## src/rtl/rv_skid_pkg.sv

```systemverilog
// rv_skid_pkg: shared defaults and pointer-width helper for the rv_skid_fifo slice.
package rv_skid_pkg;
  localparam int SKID_WIDTH_DEF = 34;
  localparam int SKID_DEPTH_DEF = 4;
  function automatic int ptr_w(input int depth);
    return $clog2(depth);
  endfunction
endpackage

```

## src/rtl/rv_skid_fifo_if.sv

```systemverilog
// rv_skid_fifo_if: producer/consumer handshake bundle; parity pins exist only with RV_SKID_PAR_EN.
interface rv_skid_fifo_if
  import rv_skid_pkg::*;
#(
  parameter int WIDTH = SKID_WIDTH_DEF,
  parameter int DEPTH = SKID_DEPTH_DEF
);
  logic flush, in_valid, in_ready, out_valid, out_ready;
  logic [WIDTH-1:0] in_data, out_data;
  logic [ptr_w(DEPTH):0] count;
`ifdef RV_SKID_PAR_EN
  logic in_par, par_err;
  modport master (output flush, in_valid, in_data, out_ready, in_par,
                  input in_ready, out_valid, out_data, count, par_err);
  modport slave (input flush, in_valid, in_data, out_ready, in_par,
                 output in_ready, out_valid, out_data, count, par_err);
`else
  modport master (output flush, in_valid, in_data, out_ready,
                  input in_ready, out_valid, out_data, count);
  modport slave (input flush, in_valid, in_data, out_ready,
                 output in_ready, out_valid, out_data, count);
`endif
endinterface

```

## src/rtl/rv_skid_entry.sv

```systemverilog
// rv_skid_entry: one storage word with write enable and async reset to zero.
module rv_skid_entry #(
  parameter int W = 1
) (
  input  logic         clk,
  input  logic         rst,
  input  logic         we,
  input  logic [W-1:0] d,
  output logic [W-1:0] q
);
  always_ff @(posedge clk or posedge rst)
    if (rst) q <= '0;
    else if (we) q <= d;
endmodule

```

## src/rtl/rv_skid_fifo.sv

```systemverilog
// rv_skid_fifo: valid/ready elastic buffer, no bypass; RV_SKID_PAR_EN adds per-entry parity check.
module rv_skid_fifo
  import rv_skid_pkg::*;
#(
  parameter int WIDTH = SKID_WIDTH_DEF,
  parameter int DEPTH = SKID_DEPTH_DEF
) (
  input logic clk,
  input logic rst,
  rv_skid_fifo_if.slave bus
);
  localparam int PW = ptr_w(DEPTH);
`ifdef RV_SKID_PAR_EN
  localparam int EW = WIDTH + 1;
`else
  localparam int EW = WIDTH;
`endif
  logic [PW-1:0] wr_ptr, rd_ptr;
  logic [PW:0] cnt;
  logic [EW-1:0] q [DEPTH];
  logic [EW-1:0] din, head;
  logic push, pop;
`ifdef RV_SKID_PAR_EN
  assign din = {bus.in_par, bus.in_data};
`else
  assign din = bus.in_data;
`endif
  assign head          = q[rd_ptr];
  assign bus.in_ready  = (cnt != (PW+1)'(DEPTH)) & ~bus.flush;
  assign bus.out_valid = cnt != '0;
  assign bus.out_data  = head[WIDTH-1:0];
  assign bus.count     = cnt;
  assign push          = bus.in_valid & bus.in_ready;
  assign pop           = bus.out_valid & bus.out_ready;
  for (genvar g = 0; g < DEPTH; g++) begin : g_mem
    rv_skid_entry #(.W(EW)) u_entry (
      .clk(clk),
      .rst(rst),
      .we (push & (wr_ptr == PW'(g))),
      .d  (din),
      .q  (q[g])
    );
  end
  always_ff @(posedge clk or posedge rst)
    if (rst) begin
      wr_ptr <= '0;
      rd_ptr <= '0;
      cnt    <= '0;
    end else if (bus.flush) begin
      wr_ptr <= '0;
      rd_ptr <= '0;
      cnt    <= '0;
    end else begin
      if (push) wr_ptr <= wr_ptr + 1'b1;
      if (pop) rd_ptr <= rd_ptr + 1'b1;
      cnt <= cnt + (PW+1)'(push) - (PW+1)'(pop);
    end
`ifdef RV_SKID_PAR_EN
  // a pop discarded by flush never flags an error
  always_ff @(posedge clk or posedge rst)
    if (rst) bus.par_err <= 1'b0;
    else bus.par_err <= pop & ~bus.flush & ((^head[WIDTH-1:0]) != head[WIDTH]);
`endif
endmodule

```

## src/flat_wrapper.sv

```systemverilog
// flat-port wrapper written by rule: the top's interface ports become plain ports
module rv_skid_fifo_flat import rv_skid_pkg::*;
#(
  parameter int WIDTH = SKID_WIDTH_DEF,
  parameter int DEPTH = SKID_DEPTH_DEF
)
  (clk, rst, bus_flush, bus_in_valid, bus_in_data, bus_out_ready, bus_in_ready, bus_out_valid, bus_out_data, bus_count);
  rv_skid_fifo_if #(.WIDTH(WIDTH), .DEPTH(DEPTH)) bus_i ();
  input logic clk;
  input logic rst;
  input wire logic [$bits(bus_i.flush)-1:0] bus_flush;
  input wire logic [$bits(bus_i.in_valid)-1:0] bus_in_valid;
  input wire logic [$bits(bus_i.in_data)-1:0] bus_in_data;
  input wire logic [$bits(bus_i.out_ready)-1:0] bus_out_ready;
  output wire logic [$bits(bus_i.in_ready)-1:0] bus_in_ready;
  output wire logic [$bits(bus_i.out_valid)-1:0] bus_out_valid;
  output wire logic [$bits(bus_i.out_data)-1:0] bus_out_data;
  output wire logic [$bits(bus_i.count)-1:0] bus_count;
  assign bus_i.flush = bus_flush;
  assign bus_i.in_valid = bus_in_valid;
  assign bus_i.in_data = bus_in_data;
  assign bus_i.out_ready = bus_out_ready;
  assign bus_in_ready = bus_i.in_ready;
  assign bus_out_valid = bus_i.out_valid;
  assign bus_out_data = bus_i.out_data;
  assign bus_count = bus_i.count;
  rv_skid_fifo #(.WIDTH(WIDTH), .DEPTH(DEPTH)) u_core (.clk(clk), .rst(rst), .bus(bus_i));
endmodule
```

## config.mk

```make
export PLATFORM = sky130hd
export DESIGN_NAME = rv_skid_fifo_flat
export DESIGN_NICKNAME = d
export VERILOG_FILES = /design/src/rtl/rv_skid_pkg.sv /design/src/rtl/rv_skid_fifo_if.sv /design/src/rtl/rv_skid_entry.sv /design/src/rtl/rv_skid_fifo.sv /design/src/flat_wrapper.sv
export SDC_FILE = /design/constraint.sdc
export NUM_CORES = 1
export LEC_CHECK = 0
export CAP_MARGIN = 40
export CORE_MARGIN = 2
export CORE_UTILIZATION = 60
export DETAILED_ROUTE_END_ITERATION = 12
export GPL_ROUTABILITY_DRIVEN = 0
export PLACE_DENSITY = 0.84
export RECOVER_POWER = 25
export REMOVE_ABC_BUFFERS = 1
export SLEW_MARGIN = 15
export SYNTH_ARGS = -nofsm -noshare
export SYNTH_HDL_FRONTEND = slang
export SYNTH_SLANG_ARGS = --single-unit
```

## constraint.sdc

```tcl
create_clock -name clk -period 6.6 [get_ports clk]
set_clock_uncertainty 0.05 [all_clocks]
set_input_delay 0.66 -clock clk [delete_from_list [all_inputs] [get_ports clk]]
set_output_delay 0.66 -clock clk [all_outputs]
set_load 0.005 [all_outputs]
```

==> metrics.md <==
| Metric | Value |
|---|---|
| CP Capture Type | output pin |
| Clock-pin slew on the worst setup and hold paths | approximately 0.06 ns |
| Total global routing overflow | 0 |
| Slew @ Worst Pin | 1.73 ns |
| Combinational Power Share | 36.9% |
| Most common cell in the netlist | dfrtp_1 |
| Die Height | ~110 µm |
| Part of the cycle the worst path needs | 50.1% |
| Die width | 111 µm |
| Netlist cell types | 23 |
| Slowest-stage cell, CP | dfrtp_2 |
| Vias | 3,580 |
| Resized cells post-CTS | 0 |
| Number of diodes | 0 |
| H-tree Lvls | 4 |
| Clk buf depth | 2 |
| Final-stage net count | slightly above 500 |
| Post-synthesis sequential area ratio | 52.2% |
| Syn. warnings | 0 |
| Pin count of the biggest net entering global routing | 69 |
| Worst EP required | 5.89 ns |
| Syn Inst Count | 374 |
| Async set or reset register ratio after synthesis | 100% |
| Clock power frac | 24.9% |
| Hold WS | 0.455 ns |
| Post-Syn Area | 6860 µm² |
| Switch share | 25.9% |
| Seq cells post-synth | ~140 |
| IO Pins | 78 |
| Final Power | 4000 µW |
| Sw power | just over 1000 µW |
| Row Count | 39 |
| Worst rel slew slack | -15.7% |
| Total track usage | 24.0% |
| Max FO, Critical Path | 20 |
| Die ar. | 12,300 µm² |
| DRC | 0 |
| Postcts setup bufs | 0 |
| Vias per cell | 5.83 |
| Synth area leader | dfrtp_1 |
| Post-layout min period | 3.31 ns |
| Final setup TNS | 0 ns |
| Fmax | 302 MHz |
| Share of cells above drive strength 1 | 47.1% |
| Clock Sinks | 143 |
| Cell area after placement | 7740 µm² |
| Synth cell count leaders | 143 x dfrtp_1, 120 x mux2_4, 34 x mux4_2, 17 x mux2_2, 12 x buf_6 |
| Post-synth EDFFs | 0 |
| Port Buf Inserts | between 70 and 80 |
| RSZ-0062 raised after global routing | no |
| Drt wl/cell | 21.8 µm |
| Root Driver | clkbuf_16 |
| Power per cell area | 479 nW/µm² |
| Synth Flop Type | dfrtp_1 |
| Max Cap Violations | 1 |
| Initial antenna violation count | 0 |
| DR iter-0 viols | 248 |
| Failing checks | max-capacitance violations, max-slew violations |
| CTS tree | built |
| Crit path cell chain | buf_4, mux4_2, clkdlybuf4s50_1 |
| Outcome | finished, violations left |
| First-pass GRT wire length | 22,800 µm |
| CTS buffer count | 17 |
| Fin area | 8350 µm² |
| VDD IR-drop max | 0.348 mV |
| Mean post-synth cell area | 18.3 µm² |
| Startpoint types | flop |
| Synth area leaders | dfrtp_1 52%, mux2_4 26%, mux4_2 11%, mux2_2 2.8%, buf_6 2.0% |
| Vias in the first global route | roughly 4,200 |
| Layout overhead on the synthesized area | 21.8% |
| Final HPWL DP | around 8300 µm |
| Critical path arrival | 2.60 ns |
| Total Wirelength | approximately 13,000 µm |
| Initial core utilization | about three fifths |
| # setup viols final | 0 |
| Final Max Tran Viols | 38 |
| Post-synth top area share | 52.2% |
| Cell family with most CP delay | buffers and inverters |
| Pint | about 3000 µW |
| Core area | between 10,000 and 15,000 µm² |
| Flop pwr share | approximately two fifths |
| CP Buf/Inv Count | 2 |
| Layout fillers | ~680 |
| Lkg Pwr | between 0.003 and 0.004 µW |
| Clock Latency Late Sink | 0.42 ns |
| Final hold violation count | 0 |
| Critical path type | flop to output pin |
| First drt pass iteration count | 4 |
| Cts hold-fix bufs | 0 |
| Largest stage delay on the critical path | approximately 0.66 ns |
| Hold WC Path Type | flop to flop |
| Antenna Nets Post-Route | 0 |
## placed cells by master, fill, tap and decap left out, drive strengths merged, types with 2 or more instances in the layout
cell type,instances
xor2,2
nor4b,2
clkinvlp,4
nand2,2
buf,11
mux2,137
nor3,3
bufinv,4
or3,2
ha,6
clkinv,4
clkbuf,19
nor2,6
inv,6
xnor2,2
mux4,34
dfrtp,143
clkdlybuf4s50,76
## metal layers
metal / GRT usage, % / routed length (µm) / vias to the layer above
met3: 6.56 / 658 / 10
met2: 37.3 / 6510 / 81
met5: 0 / 0 / -
met1: 33.8 / 6100 / 1935
li1: - / - / 1554
met4: 7.00 / 125 / 0
## layout make-up
type	instances	area, µm²	share of cell area (%)
inverters	7	27.5	0.329
repair buffers	88	885	10.6
clock buffers	19	443	5.30
well taps	143	179	2.14
flip-flops and latches	143	3580	42.9
multi-input cells	203	3070	36.8
clock inverters	11	166	1.99
## kinds of logic (layout without fill, tap and decap cells)
family                   Yosys count  count (layout)  synth area share [%]
adder cells (fa/ha/maj)            7               7                  1.39
AND/OR/NAND/NOR                   17              17                  2.26
XOR/XNOR                           4               4                 0.511
AO/OA/AOI/OAI                      4               4                 0.420
buffers and inverters             28             125                  3.01
flip-flops                       143             143                  52.2
multiplexers                     171             171                  40.2
## per-stage QoR
step	cells	setup slack, ns	util, %
after global placement	581	3.06	68.3
after detailed placement	583	3.08	68.6
final	614	3.29	74.1
after global routing	614	3.16	74.1
after floorplan	353	2.05	-
after CTS	613	3.24	74.0
## worst paths after layout
check,from,end,slack (ns),depth (start not counted)
max,u_core.rd_ptr[0],bus_out_data[32],3.29,3
min,u_core.g_mem[3].u_entry.q[3],u_core.g_mem[3].u_entry.q[3],0.46,1
max reg2reg,u_core.bus.count[1],u_core.g_mem[3].u_entry.q[32],4.12,4
min reg2reg,u_core.g_mem[3].u_entry.q[3],u_core.g_mem[3].u_entry.q[3],0.46,1
max in group asynchronous,rst,u_core.g_mem[0].u_entry.q[10],3.95,4
min in group asynchronous,rst,u_core.g_mem[2].u_entry.q[14],1.07,2
## registers in the layout, indices dropped and copies added (netlist names)
register	flops
u_core.wr_ptr	2
u_core.g_mem.u_entry.q	136
u_core.bus.count	3
u_core.rd_ptr	2
## power groups by stage
stage          clock [µW]  combinational, µW  sequential (µW)
2_1_floorplan           0                946             1460
3_3_place_gp            0               1440             1500
3_5_place_dp            0               1480             1530
4_1_cts              1010               1490             1530
5_1_grt              1050               1580             1570
6_report              995               1480             1530
Note: power is estimated with default switching activity, not from simulation.
